`src/rtl/fibonacci_core_if.sv`:
```
// Control and result bundle between the Wishbone control block and the Fibonacci core.
// The master drives run/rate/restart; the slave (core) returns the current term and status pulses.
interface fibonacci_core_if #(
    parameter int unsigned CLOCK_WIDTH = 6,
    parameter int unsigned WIDTH       = 30,
    parameter int unsigned IDX_WIDTH   = 6
);
    logic                   switch;
    logic [CLOCK_WIDTH-1:0] clock_sel;
    logic                   restart;
    logic [WIDTH-1:0]       io_out;
    logic [WIDTH-1:0]       io_oeb;
    logic [IDX_WIDTH-1:0]   index;
    logic                   tick_o;
    logic                   wrap_o;

    modport master (
        output switch, clock_sel, restart,
        input  io_out, io_oeb, index, tick_o, wrap_o
    );

    modport slave (
        input  switch, clock_sel, restart,
        output io_out, io_oeb, index, tick_o, wrap_o
    );
endinterface

```
`src/rtl/fibonacci_core.sv`:
```
// Fibonacci term generator stepping at a programmable divided rate; wraps to F(0) once the
// next term no longer fits in WIDTH bits.
module fibonacci_core #(
    parameter int unsigned CLOCK_WIDTH = 6,
    parameter int unsigned WIDTH       = 30,
    parameter int unsigned IDX_WIDTH   = 6
) (
    input  logic              wb_clk_i,
    input  logic              reset_n,
    fibonacci_core_if.slave   bus
);

    typedef enum logic {StIdle, StRun} state_e;

    localparam logic [CLOCK_WIDTH-1:0] ClkOne = CLOCK_WIDTH'(1);
    localparam logic [IDX_WIDTH-1:0]   IdxOne = IDX_WIDTH'(1);
    localparam logic [WIDTH-1:0]       TermOne = WIDTH'(1);

    state_e                 r_state, w_state_nxt;
    logic [WIDTH-1:0]       r_a, w_a_nxt;
    logic [WIDTH-1:0]       r_b, w_b_nxt;
    logic                   r_b_ovf, w_b_ovf_nxt;
    logic [CLOCK_WIDTH-1:0] r_div_cnt, w_div_cnt_nxt;
    logic [IDX_WIDTH-1:0]   r_index, w_index_nxt;
    logic                   r_tick, w_tick_nxt;
    logic                   r_wrap, w_wrap_nxt;
    logic                   r_oeb;
    logic                   w_step;
    logic [WIDTH:0]         w_sum;

    assign w_sum = {1'b0, r_a} + {1'b0, r_b};

    always_ff @(posedge wb_clk_i or negedge reset_n) begin
        if (!reset_n) begin
            r_state   <= StIdle;
            r_a       <= '0;
            r_b       <= TermOne;
            r_b_ovf   <= 1'b0;
            r_div_cnt <= '0;
            r_index   <= '0;
            r_tick    <= 1'b0;
            r_wrap    <= 1'b0;
            r_oeb     <= 1'b1;
        end else begin
            r_state   <= w_state_nxt;
            r_a       <= w_a_nxt;
            r_b       <= w_b_nxt;
            r_b_ovf   <= w_b_ovf_nxt;
            r_div_cnt <= w_div_cnt_nxt;
            r_index   <= w_index_nxt;
            r_tick    <= w_tick_nxt;
            r_wrap    <= w_wrap_nxt;
            r_oeb     <= 1'b0;
        end
    end

    always_comb begin
        w_state_nxt   = bus.switch ? StRun : StIdle;
        w_a_nxt       = r_a;
        w_b_nxt       = r_b;
        w_b_ovf_nxt   = r_b_ovf;
        w_div_cnt_nxt = r_div_cnt;
        w_index_nxt   = r_index;
        w_tick_nxt    = 1'b0;
        w_wrap_nxt    = 1'b0;
        w_step        = 1'b0;

        if (bus.restart) begin
            w_a_nxt       = '0;
            w_b_nxt       = TermOne;
            w_b_ovf_nxt   = 1'b0;
            w_index_nxt   = '0;
            w_div_cnt_nxt = '0;
        end else begin
            unique case (r_state)
                StIdle: w_div_cnt_nxt = '0;
                StRun: begin
                    // A falling switch suppresses a step that would otherwise be due now.
                    if (!bus.switch || bus.clock_sel == '0) begin
                        w_div_cnt_nxt = '0;
                    end else if (r_div_cnt >= bus.clock_sel - ClkOne) begin
                        w_div_cnt_nxt = '0;
                        w_step        = 1'b1;
                    end else begin
                        w_div_cnt_nxt = r_div_cnt + ClkOne;
                    end
                end
                default: w_div_cnt_nxt = '0;
            endcase

            if (w_step) begin
                w_tick_nxt = 1'b1;
                if (r_b_ovf) begin
                    w_a_nxt     = '0;
                    w_b_nxt     = TermOne;
                    w_b_ovf_nxt = 1'b0;
                    w_index_nxt = '0;
                    w_wrap_nxt  = 1'b1;
                end else begin
                    w_a_nxt                  = r_b;
                    {w_b_ovf_nxt, w_b_nxt}   = w_sum;
                    w_index_nxt              = r_index + IdxOne;
                end
            end
        end
    end

    assign bus.io_out = r_a;
    assign bus.io_oeb = {WIDTH{r_oeb}};
    assign bus.index  = r_index;
    assign bus.tick_o = r_tick;
    assign bus.wrap_o = r_wrap;

endmodule

```
`src/flat_wrapper.sv`:
```
// flat-port wrapper written by rule: the top's interface ports become plain ports
module fibonacci_core_flat 
#(
    parameter int unsigned CLOCK_WIDTH = 6,
    parameter int unsigned WIDTH       = 30,
    parameter int unsigned IDX_WIDTH   = 6
)
  (wb_clk_i, reset_n, bus_switch, bus_clock_sel, bus_restart, bus_io_out, bus_io_oeb, bus_index, bus_tick_o, bus_wrap_o);
  fibonacci_core_if #(.CLOCK_WIDTH(CLOCK_WIDTH), .WIDTH(WIDTH), .IDX_WIDTH(IDX_WIDTH)) bus_i ();
  input  logic wb_clk_i;
  input  logic reset_n;
  input wire logic [$bits(bus_i.switch)-1:0] bus_switch;
  input wire logic [$bits(bus_i.clock_sel)-1:0] bus_clock_sel;
  input wire logic [$bits(bus_i.restart)-1:0] bus_restart;
  output wire logic [$bits(bus_i.io_out)-1:0] bus_io_out;
  output wire logic [$bits(bus_i.io_oeb)-1:0] bus_io_oeb;
  output wire logic [$bits(bus_i.index)-1:0] bus_index;
  output wire logic [$bits(bus_i.tick_o)-1:0] bus_tick_o;
  output wire logic [$bits(bus_i.wrap_o)-1:0] bus_wrap_o;
  assign bus_i.switch = bus_switch;
  assign bus_i.clock_sel = bus_clock_sel;
  assign bus_i.restart = bus_restart;
  assign bus_io_out = bus_i.io_out;
  assign bus_io_oeb = bus_i.io_oeb;
  assign bus_index = bus_i.index;
  assign bus_tick_o = bus_i.tick_o;
  assign bus_wrap_o = bus_i.wrap_o;
  fibonacci_core #(.CLOCK_WIDTH(CLOCK_WIDTH), .WIDTH(WIDTH), .IDX_WIDTH(IDX_WIDTH)) u_core (.wb_clk_i(wb_clk_i), .reset_n(reset_n), .bus(bus_i));
endmodule
```
`config.mk`:
```
export PLATFORM = sky130hd
export DESIGN_NAME = fibonacci_core_flat
export DESIGN_NICKNAME = d
export VERILOG_FILES = /design/src/rtl/fibonacci_core_if.sv /design/src/rtl/fibonacci_core.sv /design/src/flat_wrapper.sv
export SDC_FILE = /design/constraint.sdc
export NUM_CORES = 1
export LEC_CHECK = 0
export CAP_MARGIN = 10
export CORE_MARGIN = 5
export CORE_UTILIZATION = 49
export CTS_CLUSTER_DIAMETER = 50
export DETAILED_ROUTE_END_ITERATION = 8
export PLACE_DENSITY = 0.77
export SLEW_MARGIN = 30
export SYNTH_ARGS = -nofsm -noshare
export SYNTH_HDL_FRONTEND = slang
export SYNTH_SLANG_ARGS = --single-unit
```
`constraint.sdc`:
```
create_clock -name wb_clk_i -period 2.35 [get_ports wb_clk_i]
set_clock_uncertainty 0.2 [all_clocks]
set_input_delay 0.47 -clock wb_clk_i [delete_from_list [all_inputs] [get_ports wb_clk_i]]
set_output_delay 0.47 -clock wb_clk_i [all_outputs]
set_load 0.02 [all_outputs]
```
### After elaboration in Yosys (flattened, before gate mapping)

Index checks and enable logic that the tools add are counted.

| word-level totals | value |
|---|---|
| register bits | 77 |

| operators by class | value |
|---|---|
| add/sub/neg operators | 4 |
| magnitude comparators | 1 |
| multiplexer cells | 26 |
| bitwise gates (word level) | 1 |
| reductions and logical operators | 4 |

Operators with widths:

| cell | count |
|---|---|
| two-way mux 30 bit | 6 |
| two-way mux 6 bit | 6 |
| adder 30 x 30 -> 31 bit | 1 |
| two-way mux 1 bit | 13 |
| adder 6 x 1 -> 6 bit, second input constant | 2 |
| one-hot mux 6 bit (2 select lines) | 1 |
| >= comparator 6 bit | 1 |
| zero test 6 bit | 1 |
| subtractor 6 x 1 -> 6 bit, second input constant | 1 |
| nonzero test 2 bit | 1 |
| zero test 1 bit | 1 |
| logical OR 1 bit | 1 |
| inverter 1 bit | 1 |

### Logic depth before layout (Yosys ltp)

Gate-level depths: netlist of the first run.

| depth | value |
|---|---|
| depth in word-level cells | 8 |
| depth in mapped cells | 12 |
| mapped depth without buffers | 10 |

### Worst setup path after synthesis of the first run

OpenSTA, ideal clock, no wires.

| path | value |
|---|---|
| path type | input-to-reg |
| start point | input port bus_clock_sel[3] |
| end point | register u_core.r_b_ovf |
| arrival | 2.356 ns |
| data required time | 2.040 ns |
| path slack | -0.316 ns |
| stages | 11 |
| path buffers | 2 |
| path through | nor3_1 -> nand3_1 -> xnor2_1 -> ha_1 -> a21o_1 -> a31o_2 -> a21oi_2 -> buf_2 -> buf_2 -> a22oi_1 -> o41ai_1 |

| on the way | value |
|---|---|
| longest elaborated chain between the ends | 7 |
| elaborated cells between the ends (all ways) | 9 |
| those cells by class | 1 x add/sub; 1 x order compare; 4 x mux; 3 x reduce/logical |

Ends and longest elaborated chain:

| item | line | text |
|---|---|---|
| start, declared | flat_wrapper.sv:13 | `input wire logic [$bits(bus_i.clock_sel)-1:0] bus_clock_sel;` |
| subtractor 6 x 1 -> 6 bit | fibonacci_core.sv:81 | `end else if (r_div_cnt >= bus.clock_sel - ClkOne) begin` |
| >= comparator 6 bit | fibonacci_core.sv:81 |  |
| two-way mux 1 bit | fibonacci_core.sv:81 |  |
| two-way mux 1 bit * | fibonacci_core.sv:79 | `if (!bus.switch \|\| bus.clock_sel == '0) begin` |
| two-way mux 1 bit * | fibonacci_core.sv:75 | `unique case (r_state)` |
| two-way mux 1 bit * | fibonacci_core.sv:68 | `if (bus.restart) begin` |
| nonzero test 2 bit (no source line) * | -- |  |
| end signal, assigned | fibonacci_core.sv:48 | `r_b_ovf <= w_b_ovf_nxt;` |
| end, declared | fibonacci_core.sv:22 | `logic r_b_ovf, w_b_ovf_nxt;` |

Every way passes the cells marked *; elsewhere a longest branch is shown, timed or not. The select of a mux whose other input is x is not followed.
A chain may end at the register's enable or synchronous reset.

### Final worst setup path of the first run

| path | value |
|---|---|
| start point | register u_core.r_b[18] |
| end point | register u_core.r_b[29] |

| on the way | value |
|---|---|
| longest elaborated chain between the ends | 4 |

Ends and longest elaborated chain:

| item | line | text |
|---|---|---|
| start, declared | fibonacci_core.sv:21 | `logic [WIDTH-1:0] r_b, w_b_nxt;` |
| start signal, assigned | fibonacci_core.sv:37 | `r_b <= TermOne;` |
| start signal, assigned | fibonacci_core.sv:47 | `r_b <= w_b_nxt;` |
| adder 30 x 30 -> 31 bit | fibonacci_core.sv:31 | `assign w_sum = {1'b0, r_a} + {1'b0, r_b};` |
| two-way mux 30 bit | fibonacci_core.sv:93 | `if (r_b_ovf) begin` |
| two-way mux 30 bit | fibonacci_core.sv:91 | `if (w_step) begin` |
| two-way mux 30 bit | fibonacci_core.sv:68 |  |

No other way between the ends. The select of a mux whose other input is x is not followed.

==> metrics.csv, run 1 <==
metric,value,unit
status,"complete, but fails checks",
violations,negative setup slack,
drt_wl_total,20.0,mm
grtUsageTotal,30.5,%
crit_type,flop to flop,
worstMarginPinSlew,0.521,ns
post_dp_cell_area,0.00660,sq mm
final_cell_area,0.00816,sq mm
initial_core_util,50.1,%
synth_cell_types,63,
clk_latency,0.37,ns
drv_cap,0,
netlist_area,0.00490,sq mm
cts_inserted_buffers,9,
synth-seq-cells,77,
setup_viol,67,
drc,0,
fin_crit_sh,118,%
layout_commonest_cell,buf_4,
p_total,2.75,mW
die_area,0.0121,sq mm
area_growth_syn_to_layout,66.6,%
grt_pass1_wl,28.0,mm
crit_required,2.40,ns
power.density,337,mW/mm^2
pre_cts_slack,-0.827,ns
synth_flop_cell,dfrtp_1,
avgViaCountPerCell,6.25,
drv_slew,0,
antenna_found_initial,0,
fillers,520,
fin_hold_ws,0.323,ns
overflow,0,
cts_tree,done,
syn_nets,566,
numPortBuffers,77,
timing.rr.start,u_core.r_b[18],
fin_crit,2.77,ns
core,0.00977,sq mm
dpl.hpwl,9.67,mm
drive_gt1_share,42.8,%
grt_max_degree,38,
async_flop_share,100,%
firstDrtPassIters,7,
hold_viol_final,0,
dr_total_vias,5356,
rsz0062_at_grt,yes,
layout_setup_ws,-0.425,ns
yosys_warnings,0,
crit_start,u_core.r_b[18],
layout_common_cells,"buf_4, dfrtp_1, clkdlybuf4s50_1, a22o_1",
clock-root-buffer,clkbuf_8,
synth_edf_count,0,
ys_seq_area_share,39.4,%
p_leak,3.80,nW
fmax,360,MHz
grt_pass1_vias,5405,
io_pins,78,
seq_area,0.00194,sq mm
ir_drop,304,uV
drtIter0Drc,362,
finalNetCount,770,
multi_input_area,0.00340,sq mm
cp_max_fo,7,
maxSlewHeadroom,65.2,%
row_count,36,
cts_sinks,77,
htree_levels,3,
wl_per_cell,23.3,um
die_height,110,um
syn_inst,515,
gp_congestion,0.946,
clk_pin_slew,0.09,ns
clockBufferDepth,2,
end_kind,flop,
postRouteAntennaNets,0,
synth_area_per_cell,9.51,sq um
fp.dieW,110,um
antenna_cells,0,
hp-start,u_core.r_b[22],
min-delay-path-class,flop to flop,
cp-start-kind,flop,
crit_arrival,2.83,ns
routing by layer:
| metal | track usage [%] | share of wire, % | routed length (um) | vias up |
|---|---|---|---|---|
| li1 | - | - | - | 2262 |
| met1 | 33.6 | 36 | 7150 | 2586 |
| met2 | 54.0 | 49 | 9810 | 378 |
| met3 | 5.82 | 8.3 | 1660 | 130 |
| met4 | 18.5 | 6.7 | 1340 | 0 |
| met5 | 0 | 0 | 0 | - |
worst max-delay path, stage by stage, from the launching register on:
cell	delay, ns
dfrtp_1	0.42
ha_1	0.44
nor2_1	0.15
buf_4	0.17
o31ai_1	0.37
a31oi_1	0.16
o211ai_1	0.24
o21ai_1	0.16
xnor2_1	0.25
o21ai_1	0.10
state kept, by name, indices dropped and copies added (netlist names):
register	flops
u_core.bus.io_out	30
u_core.r_b	30
u_core.bus.index	6
u_core.r_div_cnt	6
u_core.bus.tick_o	1
u_core.bus.wrap_o	1
u_core.r_b_ovf	1
u_core.r_oeb	1
u_core.r_state	1
through the flow:
stage	cells	utilization [%]	TNS, ns
global placement	797	67.6	-48.07
detailed placement	797	67.6	-56.13
floorplan	515	-	-9.62
global route	857	83.5	-13.39
CTS	850	79.5	-6.22
finish	857	83.5	-8.55
synthesized netlist by cell type (2+ instances only):
| master | count | area share (%) |
|---|---|---|
| dfrtp_1 | 75 | 38 |
| nand2_1 | 49 | 3.8 |
| ha_1 | 40 | 10 |
| a22o_1 | 32 | 5.7 |
| buf_4 | 30 | 4.6 |
| a21oi_1 | 29 | 3.0 |
| o21ai_0 | 27 | 2.8 |
| nor2_1 | 25 | 1.9 |
| o21ai_1 | 20 | 2.0 |
| xnor2_1 | 18 | 3.2 |
| nand3_1 | 17 | 1.7 |
| inv_1 | 15 | 1.1 |
| xor2_1 | 14 | 2.5 |
| a21o_1 | 13 | 2.0 |
| clkbuf_1 | 10 | 0.77 |
| buf_2 | 9 | 0.92 |
| nor3_1 | 7 | 0.72 |
| a211oi_1 | 6 | 0.92 |
| a31oi_1 | 6 | 0.77 |
| and3_1 | 5 | 0.64 |
| nand2b_1 | 5 | 0.64 |
| nand4_1 | 4 | 0.51 |
| o21bai_1 | 4 | 0.61 |
| a21oi_2 | 3 | 0.54 |
| nor2b_1 | 3 | 0.38 |
| nor4b_1 | 3 | 0.54 |
| o211ai_1 | 3 | 0.46 |
| o31ai_1 | 3 | 0.46 |
| or3_1 | 3 | 0.38 |
| a311oi_1 | 2 | 0.36 |
| and2_1 | 2 | 0.26 |
| dfstp_2 | 2 | 1.1 |
kinds of logic after synthesis:
group | synth area share [%]
AOI/OAI and AO/OA | 23.7
and+or+nand+nor | 12.8
DFF | 39.4
buffers and inverters | 7.51
adders and majority gates | 10.6
xor gates and xnor gates | 5.72
other | 0.0766
muxes | 0.204
cell type report:
| type | count | share of cell area [%] |
|---|---|---|
| clock buffer | 10 | 1.56 |
| clock inverter | 6 | 0.782 |
| inverter | 15 | 0.782 |
| multi-input combinational | 373 | 41.7 |
| sequential | 77 | 23.7 |
| tap | 133 | 2.04 |
| timing repair buffer | 243 | 29.4 |
report_power, final:
group          leakage, nW  internal, mW  switching (mW)
Clock               0.0923         0.489           0.549
Combinational         2.64         0.177           0.197
Sequential            1.06          1.33         0.00660
Total                 3.80          1.99           0.752
final timing paths:
kind / endpoint / slack (ns) / cells after the start
max: u_core.r_b[29] / -0.42 / 9
min: u_core.r_b[22] / 0.32 / 2
max reg2reg: u_core.r_b[29] / -0.42 / 9
min reg2reg: u_core.r_b[22] / 0.32 / 2
max in group asynchronous: u_core.r_b[14] / 0.90 / 3
min in group asynchronous: u_core.bus.io_out[0] / 0.41 / 2
repair_timing:
action	4_1_cts	5_1_grt
endpoints found under the hold margin	34	0
setup endpoints to repair	104	71
gates cloned	10	2
hold buffers	1	0
resized for setup	156	90
pin swaps	68	57
setup buffers	26	13
(Power assumes the default switching activity.)
==> inputs of run 2 (changes only) <==
Settings changed: ABC_AREA set to 1, CORE_UTILIZATION 49 to 51, PLACE_DENSITY 0.77 to 0.78.
==> run 2 against run 1 <==
Net effect: sequential power barely moved; critical path type is now input port to flop; highest routed layer unchanged; the flow still finishes with violations (negative setup slack); worst setup slack improved by 0.21 ns; hold slack got worse by 0.039 ns; fmax rose by 8.4%.
==> metrics.csv, run 2 <==
metric,value,unit
setup_viol,67,
fin_crit,2.56,ns
synth_top_area_share,32.5,%
grt_pass1_vias,5355,
synth-seq-cells,77,
cp-start-kind,input port,
core,0.0110,sq mm
drive_gt1_share,17.9,%
numPortBuffers,77,
io_pins,78,
gp_congestion,0.974,
timing.rr.start,u_core.bus.io_out[0],
hp-start,u_core.r_div_cnt[0],
netlist_area,0.00578,sq mm
async_flop_share,100,%
drv_cap,0,
rr_worst_depth,10,
layout_setup_ws,-0.210,ns
firstDrtPassIters,5,
grt_max_degree,51,
cts_inserted_buffers,9,
synth_most_common_cell,nand2_1,
ys_seq_area_share,33.4,%
yosysTopAreaCell,dfrtp_1,
pre_cts_slack,-0.728,ns
row_count,38,
layout_common_cells,"nand2_1, inv_1, dfrtp_1, nor2_1, nand3_1",
fin_setup_tns,-8.81,ns
finalNetCount,963,
hold_end,u_core.r_div_cnt[0],
hold_depth,1,
r2r_slack,0.02,ns
clockBufferDepth,2,
antenna_cells,0,
syn_inst,815,
min-delay-path-class,flop to flop,
cp_max_fo,8,
fin_hold_ws,0.284,ns
die_height,116,um
synth_flop_cell,dfrtp_1,
p_leak,4.07,nW
drt_wl_total,15.5,mm
r2r_end,u_core.r_b[28],
end_kind,flop,
antenna_found_initial,0,
drv_slew,0,
violations,negative setup slack,
hold_viol_final,0,
grtUsageTotal,23.7,%
drtIter0Drc,377,
htree_levels,3,
ir_drop,334,uV
overflow,0,
wl_per_cell,14.7,um
area_growth_syn_to_layout,29.9,%
cts_tree,done,
fmax,391,MHz
crit_arrival,2.63,ns
synth_area_per_cell,7.09,sq um
fin_crit_sh,109,%
layout_commonest_cell,nand2_1,
rsz0062_at_grt,yes,
dp_cells,1018,
clock-root-buffer,clkbuf_16,
clk_latency,0.34,ns
clk_pin_slew,0.06,ns
crit_required,2.42,ns
synth_common_cells,"nand2_1, inv_1, dfrtp_1",
power.density,381,mW/mm^2
synth_cell_types,35,
cts_sinks,77,
dpl.hpwl,10.5,mm
die_area,0.0136,sq mm
postRouteAntennaNets,0,
ys_top_cells_by_area,"dfrtp_1, nand2_1, ha_1, inv_1, nand3_1",
syn_nets,866,
p_total,2.86,mW
initial_core_util,52.6,%
fp.dieW,116,um
synth_edf_count,0,
yosys_warnings,0,
drc,0,
dr_total_vias,5491,
avgViaCountPerCell,5.20,
status,"complete, but fails checks",
crit_type,input port to flop,
grt_pass1_wl,25.4,mm
stdcell_count,1056,
## run 2: changes by cell type after synthesis, moves of 10 or more
cell | before | now
o21ai_1 | 20 | 5
o21ai_0 | 27 | 7
clkbuf_1 | 10 | 0
a21o_1 | 13 | 1
inv_1 | 15 | 127
nand2_1 | 49 | 302
o22ai_2 | 0 | 14
a22o_1 | 32 | 0
o21ai_2 | 0 | 15
nand3_1 | 17 | 51
nor2_1 | 25 | 57
## run 2: stage by stage
step	utilization [%]	area [sq um]
after global routing	68.3	7510
after global placement	61.1	6710
after floorplan	-	5820
after CTS	68.1	7480
final	68.3	7510
after detailed placement	61.1	6710
## run 2: worst max path at each step
| stage | from | depth (start not counted) | end | slack, ns |
|---|---|---|---|---|
| after CTS | bus_clock_sel[2] | 19 | u_core.bus.io_out[15] | -0.16 |
| after global routing | bus_clock_sel[1] | 20 | u_core.r_b[0] | -0.32 |
| final | bus_clock_sel[1] | 19 | u_core.r_b[0] | -0.21 |
| after global placement | bus_clock_sel[1] | 17 | u_core.bus.index[2] | -0.62 |
| after detailed placement | bus_clock_sel[1] | 17 | u_core.r_b[18] | -0.73 |
| after floorplan | bus_clock_sel[1] | 17 | u_core.bus.io_out[1] | -0.04 |
## run 2: cells by family after synthesis
family	after synthesis	synth area share [%]
simple gates	430	30.5
other cells	1	0.0649
compound gates	70	9.07
buf+inv	172	14.4
xor+xnor	24	3.64
fa+ha+maj	41	9.01
flops	77	33.4
## run 2: layout make-up
cell class / instances / area [sq um]
Sequential cell: 77 / 1930
Fill cell: 874 / 3480
Clock inverter: 2 / 10.0
Tap cell: 140 / 175
Inverter: 129 / 494
Multi-Input combinational cell: 566 / 3300
Timing Repair Buffer: 129 / 1340
Clock buffer: 13 / 250
## run 2: repair_timing
item	CTS	global route
pin swaps	26	19
hold buffers	1	0
endpoints found under the setup margin	105	73
gates cloned	6	0
endpoints found under the hold margin	27	0
gates resized for setup	109	31
setup buffers	19	5
## run 2: critical path, stage by stage
cell,delay [ns]
buf_6,0.10
nor2_4,0.11
nand2_4,0.07
buf_6,0.12
xor2_2,0.14
ha_1,0.34
nand2_2,0.09
a21oi_2,0.06
nor3_2,0.22
nand2_2,0.09
buf_6,0.14
nand2_8,0.06
nor2_8,0.04
buf_6,0.13
inv_8,0.06
buf_12,0.10
buf_12,0.12
nor2_2,0.04
nor2_1,0.12
## run 2: power by group
part	switching (mW)	total, mW	internal, mW	leakage, nW
registers	0.00636	1.34	1.33	1.07
clock network	0.527	1.26	0.736	0.129
logic	0.150	0.259	0.110	2.88
## run 2: routing by layer
| layer | up-vias | GRT usage [%] | routed length, um |
|---|---|---|---|
| met1 | 2580 | 31.1 | 6740 |
| met5 | - | 0 | 0 |
| met3 | 32 | 4.30 | 1060 |
| met2 | 183 | 39.0 | 7310 |
| met4 | 0 | 9.28 | 399 |
| li1 | 2696 | - | - |
==> inputs of run 3 (changes only) <==
Settings changed: CELL_PAD_IN_SITES_DETAIL_PLACEMENT set to 0, CELL_PAD_IN_SITES_GLOBAL_PLACEMENT set to 1, CORE_UTILIZATION 51 to 40, PLACE_DENSITY 0.78 to not set, PLACE_DENSITY_LB_ADDON set to 0.1.
Clock period 2.35 ns to 2.38 ns, I/O delays scaled along.
==> run 3 against run 2 <==
Net effect: the run still ends with negative setup slack left; non-clock buffer count up 7; hold slack better by 0.0029 ns; flip-flop and latch count unchanged; die area up 25%; first-iteration DRC count down 38%; clock power up 21%; critical path depth down 1; register-to-register slack better by 0.03 ns; wire length up 3.9%; sequential power about the same; worst setup slack better by 0.12 ns.
==> metrics.csv, run 3 (same netlist as run 2, synthesis figures left out) <==
metric,value,unit
status,"complete, but fails checks",
violations,negative setup slack,
grt_pass1_wl,25.5,mm
initial_core_util,40.2,%
drc,0,
firstDrtPassIters,5,
cts_tree,done,
antenna_found_initial,0,
fin_crit_sh,104,%
internal_power,2.43,mW
ir_drop,272,uV
row_count,44,
antenna_cells,0,
stdcell_count,1108,
dr_total_vias,5272,
htree_levels,3,
drv_slew,0,
drt_wl_total,16.1,mm
crit_type,input port to flop,
fillers,1404,
cts_sinks,77,
clk_latency,0.35,ns
fp.dieW,130,um
fmax,405,MHz
fin_crit,2.47,ns
crit_start,bus_clock_sel[1],
dpl.hpwl,11.5,mm
clk_pin_slew,0.06,ns
p_sw_share,22.8,%
p_leak,4.10,nW
postRouteAntennaNets,0,
grt_pass1_vias,5141,
crit_required,2.41,ns
drv_cap,0,
core,0.0144,sq mm
end_kind,flop,
p_seq_share,42.0,%
hold_viol_final,0,
crit_arrival,2.50,ns
r2r_slack,0.05,ns
dp_cells,1062,
cp-start-kind,input port,
min-delay-path-class,flop to flop,
drive_gt1_share,17.2,%
final_cell_area,0.00783,sq mm
grtUsageTotal,19.2,%
setup_viol,63,
drtIter0Drc,235,
rsz0062_at_grt,yes,
avgViaCountPerCell,4.76,
overflow,0,
die_height,130,um
wl_per_cell,14.5,um
power.density,402,mW/mm^2
layout_common_cells,"nand2_1, inv_1, dfrtp_1, nor2_1, nand3_1",
fin_hold_ws,0.287,ns
clock-root-buffer,clkbuf_16,
gp_congestion,0.870,
area_growth_syn_to_layout,35.5,%
layout_commonest_cell,nand2_1,
die_area,0.0169,sq mm
pwr-share-clk,48.7,%
numPortBuffers,77,
grt_max_degree,45,
hp-start,u_core.r_div_cnt[0],
p_comb_share,9.4,%
fin_util,54.5,%
post_dp_cell_area,0.00675,sq mm
clockBufferDepth,2,
p_sw,718,uW
cts_inserted_buffers,9,
timing.rr.start,u_core.bus.io_out[0],
cp_max_fo,5,
layout_setup_ws,-0.0893,ns
io_pins,78,
finalNetCount,970,
-- run 3: cell count changes in the layout (fill, tap and decap cells not counted), moves of 3 or more --
cell / delta
buf_12: +7
buf_4: -3
buf_6: -7
buf_8: +4
nand2_1: +11
nand2_2: -4
clkbuf_16: +3
nand2_4: -7
buf_16: +4
-- run 3: per-stage QoR --
stage | setup slack (ns) | power (mW) | TNS [ns]
floorplan | -0.0157 | 1.47 | -0.0283
global placement | -0.642 | 1.57 | -43.00
detailed placement | -0.696 | 1.57 | -47.06
CTS | -0.156 | 3.15 | -5.88
global route | -0.206 | 3.26 | -9.24
finish | -0.0893 | 3.14 | -2.83
-- run 3: routing by layer --
metal / GRT usage, % / vias up / wire length (um)
met1: 24.9 / 2453 / 7320
met4: 7.27 / 0 / 358
li1: - / 2707 / -
met3: 2.91 / 19 / 575
met2: 32.5 / 93 / 7860
met5: 0 / - / 0
-- run 3: critical path, cell delays in order --
cell,delay [ns]
buf_8,0.10
nor2_4,0.10
nand2_2,0.06
buf_4,0.13
xor2_1,0.13
ha_1,0.29
nand2_2,0.09
a21oi_4,0.05
nor3_2,0.22
nand2_2,0.09
buf_6,0.13
nand2_8,0.06
nor2_8,0.04
buf_12,0.14
inv_12,0.06
buf_4,0.12
buf_16,0.11
o22ai_2,0.05
-- run 3: power groups by stage --
stage | Combinational [mW] | Clock (mW) | Sequential (mW)
after floorplan | 0.130 | 0 | 1.34
after global placement | 0.227 | 0 | 1.34
after detailed placement | 0.230 | 0 | 1.34
after CTS | 0.255 | 1.57 | 1.32
after global routing | 0.317 | 1.62 | 1.32
final | 0.295 | 1.53 | 1.32
-- run 3: worst paths after layout --
check                                  endpoint  depth (start not counted)
max in group asynchronous         u_core.r_b[0]                          3
max                               u_core.r_b[6]                         18
min                         u_core.r_div_cnt[0]                          1
min in group asynchronous  u_core.bus.io_out[5]                          2
min reg2reg                 u_core.r_div_cnt[0]                          1
max reg2reg                      u_core.r_b[28]                         10
-- run 3: final cells by class --
class	count	area, sq um	area share [%]
Clock buffer	13	260	3.32
Timing Repair Buffer	136	1600	20.4
Inverter	129	507	6.47
Clock inverter	3	68.8	0.879
Tap cell	184	230	2.94
Sequential cell	77	1930	24.7
Multi-Input combinational cell	566	3240	41.3
-- run 3: repair_timing --
item                                   in CTS  in global routing
cloned                                      8                  4
buffers inserted                           15                  6
hold buffers                                1                  0
endpoints found under the hold margin      32                  0
gates resized for setup                    93                 37
pin swaps                                  15                 24
setup endpoints to repair                 102                 67
